## src/rtl/dadda_pkg.sv

```systemverilog
// Shared constants and state encoding for the dadda multiply-accumulate datapath.
package dadda_pkg;

    localparam int unsigned PROD_W_DEF = 32;
    localparam int unsigned ACC_W_DEF  = 40;
    localparam int unsigned CNT_W_DEF  = 8;

    typedef enum logic [1:0] {
        IDLE  = 2'd0,
        ACCUM = 2'd1,
        DONE  = 2'd2
    } state_e;

endpackage

```

## src/rtl/dadda_sat_add.sv

```systemverilog
// Combinational accumulator adder with carry out; optional clamp to all ones
// on carry when DADDA_MAC_SATURATE_EN is defined.
module dadda_sat_add #(
    parameter int unsigned ACC_W  = 40,
    parameter int unsigned PROD_W = 32
) (
    input  logic [ACC_W-1:0]  a,
    input  logic [PROD_W-1:0] b,
    output logic [ACC_W-1:0]  sum_c,
    output logic              carry_c
);

    logic [ACC_W:0] raw;

    assign raw     = {1'b0, a} + (ACC_W+1)'(b);
    assign carry_c = raw[ACC_W];

`ifdef DADDA_MAC_SATURATE_EN
    assign sum_c = raw[ACC_W] ? '1 : raw[ACC_W-1:0];
`else
    assign sum_c = raw[ACC_W-1:0];
`endif

endmodule

```

## src/rtl/dadda_mac_acc.sv

```systemverilog
// Accumulates a programmed number of multiplier products and hands the sum
// downstream. Optional saturation: DADDA_MAC_SATURATE_EN (see dadda_sat_add).
module dadda_mac_acc
    import dadda_pkg::*;
#(
    parameter int unsigned PROD_W = PROD_W_DEF,
    parameter int unsigned ACC_W  = ACC_W_DEF,
    parameter int unsigned CNT_W  = CNT_W_DEF
) (
    input  logic              clk,
    input  logic              rst,
    input  logic              start,
    input  logic [CNT_W-1:0]  len,
    output logic              busy,
    input  logic              prod_valid,
    input  logic [PROD_W-1:0] prod,
    output logic              prod_ready,
    output logic              acc_valid,
    input  logic              acc_ready,
    output logic [ACC_W-1:0]  acc,
    output logic              ovf
);

    state_e             state_q, state_d;
    logic [CNT_W-1:0]   count_q, count_d;
    logic [ACC_W-1:0]   acc_d;
    logic               ovf_d;
    logic [ACC_W-1:0]   sum_c;
    logic               carry_c;

    dadda_sat_add #(
        .ACC_W  (ACC_W),
        .PROD_W (PROD_W)
    ) u_add (
        .a       (acc),
        .b       (prod),
        .sum_c   (sum_c),
        .carry_c (carry_c)
    );

    // Next-state, counter and accumulator update
    always_comb begin
        state_d = state_q;
        count_d = count_q;
        acc_d   = acc;
        ovf_d   = ovf;
        case (state_q)
            IDLE: begin
                if (start) begin
                    acc_d = '0;
                    ovf_d = 1'b0;
                    if (len != '0) begin
                        state_d = ACCUM;
                        count_d = len;
                    end else begin
                        state_d = DONE;
                        count_d = '0;
                    end
                end
            end
            ACCUM: begin
                if (prod_valid && prod_ready) begin
                    acc_d   = sum_c;
                    ovf_d   = ovf | carry_c;
                    count_d = count_q - CNT_W'(1);
                    if (count_q == CNT_W'(1)) begin
                        state_d = DONE;
                    end
                end
            end
            DONE: begin
                if (acc_ready) begin
                    state_d = IDLE;
                end
            end
            default: state_d = IDLE;
        endcase
    end

    // Handshake outputs are registered copies of the next-state decode
    always_ff @(posedge clk or posedge rst) begin
        if (rst) begin
            state_q    <= IDLE;
            count_q    <= '0;
            acc        <= '0;
            ovf        <= 1'b0;
            busy       <= 1'b0;
            prod_ready <= 1'b0;
            acc_valid  <= 1'b0;
        end else begin
            state_q    <= state_d;
            count_q    <= count_d;
            acc        <= acc_d;
            ovf        <= ovf_d;
            busy       <= (state_d != IDLE);
            prod_ready <= (state_d == ACCUM);
            acc_valid  <= (state_d == DONE);
        end
    end

endmodule
```

## config.mk

```make
export PLATFORM = sky130hd
export DESIGN_NAME = dadda_mac_acc
export DESIGN_NICKNAME = d
export VERILOG_FILES = /design/src/rtl/dadda_pkg.sv /design/src/rtl/dadda_sat_add.sv /design/src/rtl/dadda_mac_acc.sv
export SDC_FILE = /design/constraint.sdc
export NUM_CORES = 1
export LEC_CHECK = 0
export CAP_MARGIN = 5
export CELL_PAD_IN_SITES_DETAIL_PLACEMENT = 1
export CELL_PAD_IN_SITES_GLOBAL_PLACEMENT = 1
export CORE_UTILIZATION = 39
export CTS_BUF_LIST = sky130_fd_sc_hd__clkbuf_8
export CTS_CLUSTER_SIZE = 40
export DETAILED_ROUTE_END_ITERATION = 8
export PLACE_DENSITY_LB_ADDON = 0.1
export SLEW_MARGIN = 5
export SYNTH_ARGS = -nofsm -noshare
export SYNTH_HDL_FRONTEND = slang
export SYNTH_SLANG_ARGS = --single-unit
```

## constraint.sdc

```tcl
create_clock -name clk -period 3.6 [get_ports clk]
set_clock_uncertainty 0.05 [all_clocks]
set_input_delay 0.72 -clock clk [delete_from_list [all_inputs] [get_ports clk]]
set_output_delay 0.72 -clock clk [all_outputs]
set_load 0.1 [all_outputs]
```

# Word level (Yosys, flattened, before mapping)

Cells that the tools add are included.

Output and inout port bits: 44
Bits of input ports: 45
Register bits after elaboration: 54
Logic and storage cells: 39

Mux-type cells: 16
Reduce and logical (&&, ||, !) cells: 6
Add/sub/neg operators: 2
Equality and inequality tests: 7
Bitwise logic cells: 1

Operators by type and width:

| kind                  | number |
|---|---|
| $mux W40              | 2 |
| $pmux W40 S2          | 1 |
| $add A40 B32 Y41      | 1 |
| $mux W8               | 3 |
| $pmux W8 S2           | 1 |
| $mux W2               | 5 |
| $eq A8 B1 Y1 const B  | 1 |
| $reduce_bool A8 Y1    | 1 |
| $sub A8 B1 Y8 const B | 1 |
| $pmux W2 S3           | 1 |
| $eq A2 B1 Y1 const B  | 2 |
| $eq A2 B2 Y1 const B  | 2 |
| $ne A2 B2 Y1 const B  | 2 |
| $reduce_bool A2 Y1    | 2 |
| $reduce_and A3 Y1     | 1 |
| $logic_not A2 Y1      | 1 |
| $mux W1               | 2 |
| $pmux W1 S2           | 1 |
| $logic_and A1 B1 Y1   | 1 |
| $or A1 B1 Y1          | 1 |

# Longest topological paths before layout

Word-level depth: 5
Depth in mapped cells: 10

# Hierarchy

From an unflattened synthesis, not the netlist that was laid out.

Cells, all modules: 606
Area total of the unflattened synthesis: 4782.1 um^2

Modules (own cells, without submodules):

| module        | instances | sequential area each (um^2) | area an instance (um^2) | cells each |
|---|---|---|---|---|
| dadda_mac_acc | 1         | 1351.3                      | 2406.1                  | 264 |
| dadda_sat_add | 1         | 0.0                         | 2376.0                  | 342 |

# Least setup slack after synthesis

OpenSTA, ideal clock, no wires.

Kind: reg-to-reg
Start: reg acc[0]
End: reg acc[26]
Library setup time: 129 ps
Cell stages (with the launch flop): 11
Path buffers: 0
Slack: 408 ps
Period minus slack after synthesis: 3192 ps
Arrival: 3012 ps
Cell sequence: dfrtp_1 -> ha_1 -> fa_1 -> a211oi_1 -> o211ai_1 -> a311oi_4 -> o2bb2ai_4 -> a31o_2 -> a21oi_1 -> xor2_1 -> o21ai_1

Cells in the longest elaborated chain, start to end: 3

Ends and longest elaborated chain:

| what                   | RTL line            | text |
|---|---|---|
| from (decl)            | dadda_mac_acc.sv:20 | `output logic [ACC_W-1:0] acc,` |
| from (signal assigned) | dadda_mac_acc.sv:85 | `acc <= '0;` |
| from (signal assigned) | dadda_mac_acc.sv:93 | `acc <= acc_d;` |
| $add A40 B32 Y41       | dadda_sat_add.sv:15 | `assign raw = {1'b0, a} + (ACC_W+1)'(b);` |
| $mux W40               | dadda_mac_acc.sv:62 | `if (prod_valid && prod_ready) begin` |
| $pmux W40 S2           | dadda_mac_acc.sv:47 | `case (state_q)` |

No other way between the ends. The select of a mux whose other input is x is not followed.
A chain may end at the register's enable or synchronous reset.

# Final worst setup path

Start: in prod[0]
End: reg acc[26]

Cells in the longest elaborated chain, start to end: 3

Ends and longest elaborated chain:

| what             | RTL line            | text |
|---|---|---|
| from (decl)      | dadda_mac_acc.sv:16 | `input logic [PROD_W-1:0] prod,` |
| $add A40 B32 Y41 | dadda_sat_add.sv:15 |  |
| $mux W40         | dadda_mac_acc.sv:62 |  |
| $pmux W40 S2     | dadda_mac_acc.sv:47 |  |

No other way between the ends. The select of a mux whose other input is x is not followed.

==> results.md <==
* Outcome: finished clean
* Hold EP: acc[0]
* DRT antenna net count at 0
* Minimum clock period at 3.33 ns
* Worst endpoint required time at 3.75 ns
* Clk buf depth at 2
* P&R area growth vs syn at 26.0%
* Relative slew slack at 33.7%
* CP peak stage delay at 0.41 ns
* Post-synth EDFFs at 0
* Final worst slack at 0.273 ns
* Worst r2r src: acc[0]
* Setup violations, final at 0
* CP arrival at 3.48 ns
* Hpwl dp at 9.45 mm
* Post_cts resized at 0
* Final Max Slew Viols at 0
* Layout cells sized above 1 at 7.91%
* Postcts setup bufs at 0
* Max cap viols at 0
* Initial Util at 40.1%
* Grt ovf at 0
* Achievable frequency at 301 MHz
* Clk slew on worst S/H paths at 0.11 ns
* DR vias at 3958
* CTS buffer count at 5
* Slew at the pin with the worst max-slew slack at 0.992 ns
* Rows at 37
* Crit path max-delay family: compound AO/OA/AOI/OAI gates
* GRT Util Overall at 23.1%
* I/O Pins at 89
* # port buffers at 88
* HP Start: acc[0]
* Worst Path Buf+Inv at 1
* Number of global-route vias before repair at 4175
* Critical path's slowest cell: clkdlybuf4s50_1
* Hold_buf cts at 0
* Routability cong. at 0.864
* Detailed-route DRC error count at 0
* Crit Path Max Fanout at 5
* CP Cell Sequence: clkdlybuf4s50_1, ha_1, fa_1, a211oi_1, o211ai_1, a311oi_4, o2bb2ai_4, a31o_2, a21oi_1, xor2_1, o21ai_1
* Die X at 105 microns
* Synth area leaders: dfrtp_1 33%, ha_1 10%, nand2_1 6.0%
* R2R depth at 10
* Path type of the worst min-delay path: register to register
* Initial antenna violation count at 0
* Syn Std Cell Area at 0.00412 sq mm
* Pre-CTS setup slack at -0.0924 ns
* Post-synth cell types at 64
* Period Utilization, post-route at 92.4%
* Critical Path Source Type: primary input
* Clock sink count at 54
* Setup TNS at 0 ns
* Most frequent cells in the layout: 80 x clkdlybuf4s50_1, 66 x nand2_1, 54 x dfrtp_1
* Avg Inst Size Synth at 8.43 sq um
* Post-Syn Nets at 569
* Ys async rst share at 100%
* Commonest non-fill, non-tap cell in the layout: clkdlybuf4s50_1
* Diode count at 0
* First-pass GRT wire length at 20.6 mm
* Post-synthesis register bit count at 54
* Hold path depth at 2
* Hold Violations, Final at 0
* Die area at 0.0110 sq mm
* Total iterations of the first detailed-routing run at 4
* Synth Warn # at 0
* Largest net degree at the start of global routing at 31
* Final wirelength at 12.2 mm
* DR iter-0 viols at 144
* Worst skew pair latency at 0.32 ns
* Filler Cells Inserted at 1235
* Fin nets at 649
* RSZ-0062 raised after global routing: false
* R2R Path End: acc[26]
* CTS tree: done
* Root Buffer: clkbuf_8
* Crit. End Element: register
* Top-area cell type share of the netlist area at 32.8%
* WL per Instance at 17.3 microns
* Yosys top cell by area: dfrtp_1
* CP Class: primary input to register
* Sequential fraction of the synthesis area at 32.8%
* Cells after synthesis at 489
* FF-to-FF setup slack at 0.70 ns
* CP Depth at 11
* Core Region at 0.0103 sq mm
* Top FF cell, synth: dfrtp_1
* Die Y at 105 microns
* CTS H-tree lvls at 2
* DR vias/cell at 5.61
## registers in the layout (all words and copies together), names as in the netlist
register	cells
acc	40
count_q	8
state_q	2
acc_valid	1
busy	1
ovf	1
prod_ready	1
## layer usage
metal	vias to the layer above	track usage [%]	wire length, microns
met4	0	4.93	119
li1	1931	-	-
met5	-	0	0
met3	13	2.50	349
met1	1934	30.3	5740
met2	80	40.8	5960
## cell families (layout without fill, tap and decap cells)
group,count (synthesis),in the layout,share of synthesized area [%]
adder cells (fa/ha/maj),35,35,10.8
buffers and inverters,34,114,3.34
flip-flops,54,54,32.8
XOR/XNOR,29,29,6.16
multiplexers,4,4,1.00
AND/OR/NAND/NOR,168,168,19.4
AO/OA/AOI/OAI,165,165,26.5
## final cells by class
cell class / instances / area [sq um] / area share, %
tap: 136 / 170 / 3.27
multi-input combinational: 401 / 2640 / 50.7
sequential: 54 / 1350 / 26.0
clock inverter: 2 / 11.3 / 0.217
timing repair buffer: 95 / 913 / 17.6
clock buffer: 5 / 68.8 / 1.32
inverter: 12 / 45.0 / 0.867
## per-stage QoR
step / util, % / hold WS, ns / instances / cell area [sq um]
final: 50.6 / 0.464 / 705 / 5200
after global routing: 50.6 / 0.490 / 705 / 5200
after CTS: 50.6 / 0.468 / 705 / 5200
after detailed placement: 49.8 / 0.445 / 698 / 5120
after global placement: 49.8 / 0.437 / 698 / 5120
after floorplan: - / 0.420 / 489 / 4120
## worst register-to-register path, cell delays in order (launching register included)
cell and delay, ns:
dfrtp_1 0.41, ha_1 0.22, fa_1 0.41, a211oi_1 0.32, o211ai_1 0.22, a311oi_4 0.35, o2bb2ai_4 0.14, a31o_2 0.28
a21oi_1 0.17, xor2_1 0.16, o21ai_1 0.07
## how the worst max path moves through the flow
stage | slack (ns) | endpoint | start
after floorplan | 0.41 | acc[26] | acc[0]
after global placement | -0.04 | acc[26] | prod[0]
after detailed placement | -0.09 | acc[26] | prod[0]
after CTS | 0.22 | acc[36] | prod[0]
after global routing | 0.05 | acc[30] | prod[0]
final | 0.27 | acc[26] | prod[0]
## synthesized netlist by cell type, types with 3 or more instances
cell type,instances
a211oi_1,7
a21o_1,19
a21oi_1,40
a22oi_1,3
a31oi_1,3
and3_1,4
buf_2,3
clkbuf_1,16
dfrtp_1,54
ha_1,34
inv_1,12
mux2i_1,3
nand2_1,66
nand2b_1,7
nand3_1,18
nand4_1,12
nor2_1,33
nor3_1,7
o211ai_1,3
o21ai_0,49
o21ai_1,6
o221ai_1,3
o31ai_1,5
xnor2_1,17
xor2_1,12
Power is left out: the tool's default activity adds up to more than one toggle a clock period on the data nets, which glitch-free logic cannot reach.
